File: config.mk
export PLATFORM = sky130hd
export DESIGN_NAME = mem_arbiter
export DESIGN_NICKNAME = d
export VERILOG_FILES = /design/src/rtl/mem_pkg.sv /design/src/rtl/rr_arb2.sv /design/src/rtl/mem_arbiter.sv
export SDC_FILE = /design/constraint.sdc
export NUM_CORES = 1
export LEC_CHECK = 0
export ABC_AREA = 1
export BUFFER_PORTS_ARGS = -buffer_cell sky130_fd_sc_hd__buf_2
export CORE_MARGIN = 2
export CORE_UTILIZATION = 48
export DETAILED_ROUTE_END_ITERATION = 12
export GPL_ROUTABILITY_DRIVEN = 0
export PLACE_DENSITY = 0.91
export SLEW_MARGIN = 10
export SYNTH_ARGS = -nofsm -noshare
export SYNTH_HDL_FRONTEND = slang
export SYNTH_SLANG_ARGS = --single-unit
export TNS_END_PERCENT = 10
File: constraint.sdc
create_clock -name clk -period 2.1 [get_ports clk]
set_input_delay 0.42 -clock clk [delete_from_list [all_inputs] [get_ports clk]]
set_output_delay 0.42 -clock clk [all_outputs]
set_load 0.02 [all_outputs]
File: src/rtl/mem_pkg.sv
// mem_pkg: definitions shared by the memory arbiter and its round-robin
// grant helper.
//   state_t  - arbiter FSM states (IDLE, ACCESS, RESP)
//   PORT_IF  - index of the instruction-fetch requester (bit 0 of req/gnt)
//   PORT_D   - index of the data requester (bit 1 of req/gnt)
package mem_pkg;

  typedef enum logic [1:0] {
    IDLE   = 2'd0,
    ACCESS = 2'd1,
    RESP   = 2'd2
  } state_t;

  localparam logic PORT_IF = 1'b0;
  localparam logic PORT_D  = 1'b1;

endpackage

File: src/rtl/rr_arb2.sv
// rr_arb2: two-requester round-robin grant, purely combinational.
//   req  [1:0] in  - request vector, indexed by PORT_IF / PORT_D
//   last       in  - index of the port granted most recently
//   gnt  [1:0] out - one-hot grant (all zero when nothing is requested)
// A lone request is granted at once; on a tie the port that was not
// granted last time wins.
module rr_arb2
  import mem_pkg::*;
(
  input  logic [1:0] req,
  input  logic       last,
  output logic [1:0] gnt
);

  always_comb begin
    gnt = req;
    if (req[PORT_IF] && req[PORT_D]) begin
      gnt = 2'b00;
      if (last == PORT_D) begin
        gnt[PORT_IF] = 1'b1;
      end else begin
        gnt[PORT_D] = 1'b1;
      end
    end
  end

endmodule

File: src/rtl/mem_arbiter.sv
// mem_arbiter: shares one memory port between an instruction-fetch
// requester and a data requester using round-robin arbitration.
//   clk, reset                     - clock, asynchronous active-high reset
//   if_req, if_addr, if_ack        - fetch port (always a word read)
//   d_req, d_we, d_word, d_addr,
//   d_wdata, d_ack                 - data port (read/write, word/byte)
//   err, rdata                     - response, valid together with an ack
//   mem_addr, mem_wdata, mem_rdata,
//   mem_word, mem_wr_n             - memory side, driven only in ACCESS
// Aligned access: ack two cycles after the request is seen in IDLE.
// Misaligned word access (addr[0]=1): no memory cycle, ack one cycle
// after the request with err=1.
module mem_arbiter
  import mem_pkg::*;
#(
  parameter int ADDR_W = 16,
  parameter int DATA_W = 16
) (
  input  logic              clk,
  input  logic              reset,
  input  logic              if_req,
  input  logic [ADDR_W-1:0] if_addr,
  output logic              if_ack,
  input  logic              d_req,
  input  logic              d_we,
  input  logic              d_word,
  input  logic [ADDR_W-1:0] d_addr,
  input  logic [DATA_W-1:0] d_wdata,
  output logic              d_ack,
  output logic              err,
  output logic [DATA_W-1:0] rdata,
  output logic [ADDR_W-1:0] mem_addr,
  output logic [DATA_W-1:0] mem_wdata,
  input  logic [DATA_W-1:0] mem_rdata,
  output logic              mem_word,
  output logic              mem_wr_n
);

  state_t state_reg;
  logic   port_reg;   // port owning the in-flight transaction
  logic   we_reg;     // latched write flag of the in-flight transaction
  logic   last_reg;   // most recently completed grant

  logic [1:0]        gnt;
  logic              sel_d;
  logic              any_gnt;
  logic              we_next;
  logic              word_next;
  logic              mis_next;
  logic [ADDR_W-1:0] addr_next;
  logic [DATA_W-1:0] wdata_next;

  rr_arb2 u_rr_arb2 (
    .req  ({d_req, if_req}),
    .last (last_reg),
    .gnt  (gnt)
  );

  // Qualifiers of the winning port; a fetch is always a word read.
  always_comb begin
    sel_d      = gnt[PORT_D];
    any_gnt    = |gnt;
    we_next    = sel_d & d_we;
    word_next  = sel_d ? d_word : 1'b1;
    addr_next  = sel_d ? d_addr : if_addr;
    wdata_next = sel_d ? d_wdata : '0;
    mis_next   = word_next & addr_next[0];
  end

  // The mem_* registers double as the latched addr/wdata/word of the
  // granted request; they hold those values only for the ACCESS cycle.
  always_ff @(posedge clk or posedge reset) begin
    if (reset) begin
      state_reg <= IDLE;
      port_reg  <= PORT_D;
      we_reg    <= 1'b0;
      last_reg  <= PORT_D;
      if_ack    <= 1'b0;
      d_ack     <= 1'b0;
      err       <= 1'b0;
      rdata     <= '0;
      mem_addr  <= '0;
      mem_wdata <= '0;
      mem_word  <= 1'b0;
      mem_wr_n  <= 1'b1;
    end else begin
      case (state_reg)
        IDLE: begin
          if (any_gnt) begin
            port_reg <= sel_d;
            we_reg   <= we_next;
            if (mis_next) begin
              // Skip the memory cycle and answer with an error.
              state_reg <= RESP;
              if_ack    <= ~sel_d;
              d_ack     <= sel_d;
              err       <= 1'b1;
              rdata     <= '0;
            end else begin
              state_reg <= ACCESS;
              mem_addr  <= addr_next;
              mem_wdata <= wdata_next;
              mem_word  <= word_next;
              mem_wr_n  <= ~we_next;
            end
          end
        end
        ACCESS: begin
          state_reg <= RESP;
          rdata     <= we_reg ? '0 : mem_rdata;
          err       <= 1'b0;
          if_ack    <= (port_reg == PORT_IF);
          d_ack     <= (port_reg == PORT_D);
          mem_addr  <= '0;
          mem_wdata <= '0;
          mem_word  <= 1'b0;
          mem_wr_n  <= 1'b1;
        end
        RESP: begin
          state_reg <= IDLE;
          if_ack    <= 1'b0;
          d_ack     <= 1'b0;
          err       <= 1'b0;
          rdata     <= '0;
          last_reg  <= port_reg;
        end
        default: begin
          state_reg <= IDLE;
        end
      endcase
    end
  end

endmodule

==> results of run 1 <==
==> stage by stage <==
stage	worst slack, ns	hold slack (ns)	power, mW	utilization	instances
global placement	0.3288	0.4485	4.479	0.6107	557
detailed placement	0.2307	0.4573	4.585	0.6107	557
floorplan	0.2570	0.4748	3.773	-	373
finish	0.2006	0.1114	5.698	0.6477	573
global route	0.01280	0.1363	6.105	0.6477	573
CTS	0.2082	0.1121	5.746	0.6477	573
==> layout by cell type (no fill, tap or decap), types with 2 or more instances in the layout <==
cell | Yosys | layout
o21ai_0 | 4 | 4
buf_12 | 0 | 2
buf_2 | 9 | 122
buf_4 | 4 | 7
nor2_1 | 21 | 21
inv_1 | 28 | 27
ha_1 | 4 | 4
a21oi_1 | 17 | 17
nand2_2 | 2 | 2
bufinv_16 | 0 | 2
dfstp_2 | 3 | 3
nor2_4 | 2 | 2
inv_2 | 2 | 3
clkbuf_1 | 4 | 2
clkinvlp_4 | 0 | 2
nand3_1 | 50 | 50
dfrtp_1 | 55 | 55
nand2_1 | 128 | 128
nand4_1 | 18 | 18
nand3_2 | 12 | 12
clkbuf_8 | 0 | 10
nand2_4 | 2 | 2
==> worst max-delay path: cells and delay by family, from the launching register on <==
kind / cells / cell delay (ns)
simple gates: 4 / 0.93
flops: 1 / 0.41
fa+ha+maj: 1 / 0.41
buf+inv: 1 / 0.09
==> routing by layer <==
| metal | wire [µm] | GRT usage |
|---|---|---|
| met1 | 3251 | 0.2935 |
| met2 | 3866 | 0.3930 |
| met3 | 522 | 0.06660 |
| met4 | 101 | 0.08197 |
| met5 | 0 | 0 |
==> power groups by stage <==
stage               Combinational, mW  Sequential (mW)  Clock (mW)
detailed placement               2.71             1.88           0
global route                     2.96             1.92        1.22
CTS                              2.71             1.87        1.17
finish                           2.69             1.87        1.14
floorplan                        1.41             2.36           0
global placement                 2.61             1.87           0
==> worst max-delay path by stage <==
stage,start,endpoint,slack (ns)
finish,state_reg[1],rdata[0],0.20
global route,state_reg[0],mem_addr[10],0.01
CTS,state_reg[1],rdata[0],0.21
detailed placement,if_req,mem_addr[2],0.23
global placement,if_req,mem_addr[7],0.33
floorplan,reset,d_ack,0.26
==> cell type report <==
class                      count  area [µm²]  area share
clock buffer                  12       145.1     0.03763
clock inverter                 4       75.07     0.01946
inverter                      31       118.9     0.03081
multi-input combinational    262        1266      0.3283
sequential                    58        1455      0.3772
tap                           75       93.84     0.02433
timing repair buffer         131       703.2      0.1823
==> Yosys cell counts, drive strengths merged <==
cell,instances,area [µm²]
buf,18,127.6
dfrtp,55,1376
o21ai,5,25.02
inv,31,118.9
nand4,18,112.6
nand3,62,370.4
clkbuf,4,15.01
dfstp,3,78.83
ha,4,50.05
nor2,24,107.6
nand2,132,515.5
a21oi,17,85.08
==> kinds of logic after synthesis <==
family,count (synthesis),share of synthesized area
buffers and inverters,53,0.08766
adder cells (fa/ha/maj),4,0.01678
AND/OR/NAND/NOR,236,0.3708
AO/OA/AOI/OAI,22,0.03691
flip-flops,58,0.4878
==> impl_metrics.py, run 1 <==
metrics = {
    "run_status": {
        "status": "completed",
    },
    "floorplanning": {
        "core_um2": 5956,
        "dieArea_um2": 6861,
        "initial_utilization": 0.5008,
        "die-width_um": 82.83,
        "rows": 28,
        "num_io_pins": 123,
        "chipHeight_um": 82.83,
    },
    "sta": {
        "hold_violations": 0,
        "drv_slew": 0,
        "rsz0062_at_grt": "false",
        "skew_ns": 0.008803,
        "min_period_ns": 1.899,
        "finalSetupViolCount": 0,
        "max_freq_mhz": 526.5,
        "relSlewSlack": 0.6311,
        "fin_crit_sh": 0.9045,
        "tightest_slew_ns": 0.5520,
        "setup_tns_ns": 0,
    },
    "yosys": {
        "ys_ff_latch": 58,
        "yosysWarnings": 0,
        "postSynthCellCount": 373,
        "synth_cell_type_count": 24,
        "syn_area_per_cell_um2": 7.997,
        "synth_nets": 447,
        "yosysSeqAreaShare": 0.4878,
        "syn-cell-area_um2": 2983,
    },
    "drt": {
        "routed-via-count": 2911,
        "drt_first_pass_iters": 4,
        "drt-total-wl_um": 7742,
        "first_iter_violations": 229,
        "drc": 0,
        "ant_nets": 0,
        "wire_per_inst_um": 13.51,
        "vias_per_cell": 5.080,
    },
    "global_routing": {
        "antenna_found_initial": 0,
        "grt_max_degree": 37,
        "grt_usage": 0.2354,
        "grt_pass1_wl_um": 13230,
        "grt_pass1_vias": 2843,
        "grt-ovfl-total": 0,
    },
    "hold_path": {
        "holdCritPathClass": "input port to async pin",
    },
    "cts": {
        "cts_made_buffers": 9,
        "cts_hold_buf": 0,
        "clock-sinks": 58,
        "cts.repair.resized": 0,
        "post_cts_buffers": 0,
        "cts_root_buffer": "clkbuf_8",
        "tritoncts": "done",
        "insertion_delay_ns": 0.34,
        "clk_pin_slew_ns": 0.07,
        "clk_path_buf_depth": 2,
        "htreeDepth": 3,
    },
    "power": {
        "switching_power_mw": 2.535,
        "pwr-share-comb": 0.472,
        "p_leak_nw": 2.291,
        "powerDensity_nw_per_um2": 1477,
        "ir_drop_mv": 0.8757,
        "p_clk_frac": 0.200,
        "p_int_mw": 3.163,
        "p_sw_frac": 0.4449,
        "seq_power_share": 0.328,
    },
    "placement": {
        "place.port_buffers": 122,
        "dpl_cell_area_um2": 3637,
        "hpwl_um": 5595,
    },
    "critical_path": {
        "crit_path_end_kind": "register",
        "critical_path_class": "register to register",
        "cp_cell_sequence": "inv_1, ha_1, nand2_1, nor2_1, nand3_2, nand2_1",
        "slowest_stage": "nand2_1",
        "ff2ff_path_depth": 6,
        "rrSetupSlack_ns": 0.20,
        "r2r_end": "rdata[0]",
        "cp.required_ns": 2.37,
        "r2r_start": "state_reg[1]",
        "cpPeakStageDelay_ns": 0.44,
        "cp_data_arrival_time_ns": 2.17,
        "startpoint_type": "register",
        "cp_common_cell": "nand2_1",
        "critPathMaxFanout": 16,
    },
    "finish": {
        "nets": 567,
        "fillers": 519,
        "drive_gt1_frac": 0.3434,
        "final_cell_area_um2": 3857,
        "top_regs": "mem_addr x16, mem_wdata x16, rdata x16",
        "synthToLayoutAreaGrowth_pct": 29.32,
        "antenna_cells": 0,
    },
    "run": {
        "maxCapViolations": 0,
    },
}
(Power assumes the default switching activity.)
==> inputs of run 2 (changes only) <==
==> constraint.sdc (replaced) <==
create_clock -name clk -period 1.75 [get_ports clk]
set_input_delay 0.35 -clock clk [delete_from_list [all_inputs] [get_ports clk]]
set_output_delay 0.35 -clock clk [all_outputs]
set_load 0.02 [all_outputs]
==> run 2 against run 1 <==
Utilization rose by 0.23 points. Final area rose by 0.36%. Sequential power rose by 20%. Clock power rose by 9.6%. Hold slack got worse by 0.022 ns. Sequential share of layout area fell by 0.13 points. Register-to-register slack got worse by 0.07 ns. Count of clock-buffer cells in the layout rose by 2. Critical path type unchanged.
==> impl_metrics.py, run 2 (synthesized netlist as in run 1, its figures left out) <==
metrics = {
    "sta": {
        "drv_slew": 0,
        "relSlewSlack": 0.7196,
        "fin_crit_sh": 0.9244,
        "fin_ws_ns": 0.1323,
        "setup_tns_ns": 0,
        "hold_violations": 0,
        "max_freq_mhz": 618.2,
        "tightest_slew_ns": 0.4206,
        "finalSetupViolCount": 0,
        "skew_ns": 0.005672,
        "min_period_ns": 1.618,
        "rsz0062_at_grt": "false",
    },
    "floorplanning": {
        "initial_utilization": 0.5008,
        "rows": 28,
        "core_um2": 5956,
        "dieArea_um2": 6861,
        "die-width_um": 82.83,
        "num_io_pins": 123,
        "chipHeight_um": 82.83,
    },
    "hold_path": {
        "holdCritPathClass": "input port to async pin",
    },
    "global_routing": {
        "grt_usage": 0.2282,
        "grt-ovfl-total": 0,
        "antenna_found_initial": 0,
        "grt_pass1_wl_um": 12720,
        "grt_max_degree": 35,
        "grt_pass1_vias": 2814,
    },
    "critical_path": {
        "critical_path_class": "register to register",
        "cp_data_arrival_time_ns": 1.89,
        "ff2ff_path_depth": 7,
        "crit_path_end_kind": "register",
        "cpPeakStageDelay_ns": 0.41,
        "cp_cell_sequence": "inv_1, ha_2, inv_2, nor2_2, buf_4, nand4_1, nand2_1",
        "startpoint_type": "register",
        "critPathMaxFanout": 22,
        "r2r_end": "mem_wdata[5]",
        "cp.required_ns": 2.02,
        "rrSetupSlack_ns": 0.13,
        "slowest_stage": "dfrtp_1",
        "r2r_start": "state_reg[0]",
    },
    "drt": {
        "first_iter_violations": 166,
        "wire_per_inst_um": 13.09,
        "routed-via-count": 2958,
        "drc": 0,
        "drt-total-wl_um": 7579,
        "drt_first_pass_iters": 4,
        "ant_nets": 0,
        "vias_per_cell": 5.109,
    },
    "placement": {
        "dp.cells": 563,
        "place_ws_ns": 0.05470,
        "hpwl_um": 5485,
        "place.port_buffers": 122,
    },
    "cts": {
        "clock-sinks": 58,
        "clk_pin_slew_ns": 0.06,
        "cts_made_buffers": 9,
        "cts_hold_buf": 0,
        "htreeDepth": 3,
        "tritoncts": "done",
        "insertion_delay_ns": 0.34,
        "clk_path_buf_depth": 2,
        "cts_root_buffer": "clkbuf_8",
    },
    "finish": {
        "nets": 573,
        "final_cell_mix": "128 x nand2_1, 122 x buf_2, 55 x dfrtp_1, 50 x nand3_1, 27 x inv_1",
        "antenna_cells": 0,
        "top_regs": "mem_addr x16, mem_wdata x16, rdata x16",
        "drive_gt1_frac": 0.3512,
        "synthToLayoutAreaGrowth_pct": 29.78,
        "final_common_cell": "nand2_1",
        "layout.cells.non_filler": 579,
    },
    "power": {
        "p_leak_nw": 2.306,
        "ir_drop_mv": 0.7681,
        "powerDensity_nw_per_um2": 1748,
        "power_mw": 6.767,
    },
    "run_status": {
        "status": "completed",
    },
    "run": {
        "maxCapViolations": 0,
    },
}
## run 2: cell count changes in the layout (fill, tap and decap cells not counted), sizes merged
cell,before,now
clkinvlp,2,1
buf,131,137
inv,31,30
bufinv,2,1
clkinv,0,1
clkbuf,12,14
## run 2: worst max-delay path by stage
stage            startpoint      endpoint  slack, ns  depth (start not counted)
6_report       state_reg[0]  mem_wdata[5]       0.13                          7
5_1_grt        state_reg[0]           err       0.01                          9
4_1_cts        state_reg[0]   mem_addr[9]       0.04                          8
3_5_place_dp   state_reg[0]  mem_addr[14]       0.05                          8
3_3_place_gp       last_reg   mem_addr[8]       0.16                          7
2_1_floorplan  state_reg[0]      rdata[0]       0.22                          9
## run 2: routing by layer
layer  share of wire  vias to the layer above  global-route usage
met3           0.061                       21             0.05467
met4           0.033                        0              0.1341
met5               0                        -                   0
met2            0.48                      108              0.3746
met1            0.42                     1380              0.2727
li1                -                     1449                   -
## run 2: area by class of cell
type,count,area [µm²]
clock buffers,14,162.7
clock inverters,2,35.03
fillers,519,2085
inverters,31,122.6
multi-input cells,262,1279
flip-flops and latches,58,1455
well taps,75,93.84
repair buffers,137,723.2
## run 2: critical path: cells and delay by family, from the launching register on
| kind | cells | cell delay, ns |
|---|---|---|
| simple gates | 3 | 0.41 |
| fa+ha+maj | 1 | 0.26 |
| flops | 1 | 0.41 |
| buf+inv | 3 | 0.45 |
## run 2: through the flow
step	hold slack, ns	instance area, µm²	util
after floorplan	0.4421	2987	-
after global placement	0.4477	3661	0.6147
after detailed placement	0.4522	3661	0.6147
after CTS	0.09341	3859	0.6479
after global routing	0.1099	3871	0.6500
final	0.08909	3871	0.6500
## run 2: power breakdown
part / leakage, nW / internal [mW] / switching (mW) / total [mW]
clock network: 0.101 / 0.735 / 0.518 / 1.25
logic: 1.45 / 1.08 / 2.20 / 3.27
registers: 0.759 / 1.93 / 0.314 / 2.24
## run 2: what timing repair did
action,in CTS,in global routing
setup endpoints to repair,0,30
buffers inserted,0,0
gates resized for setup,0,3
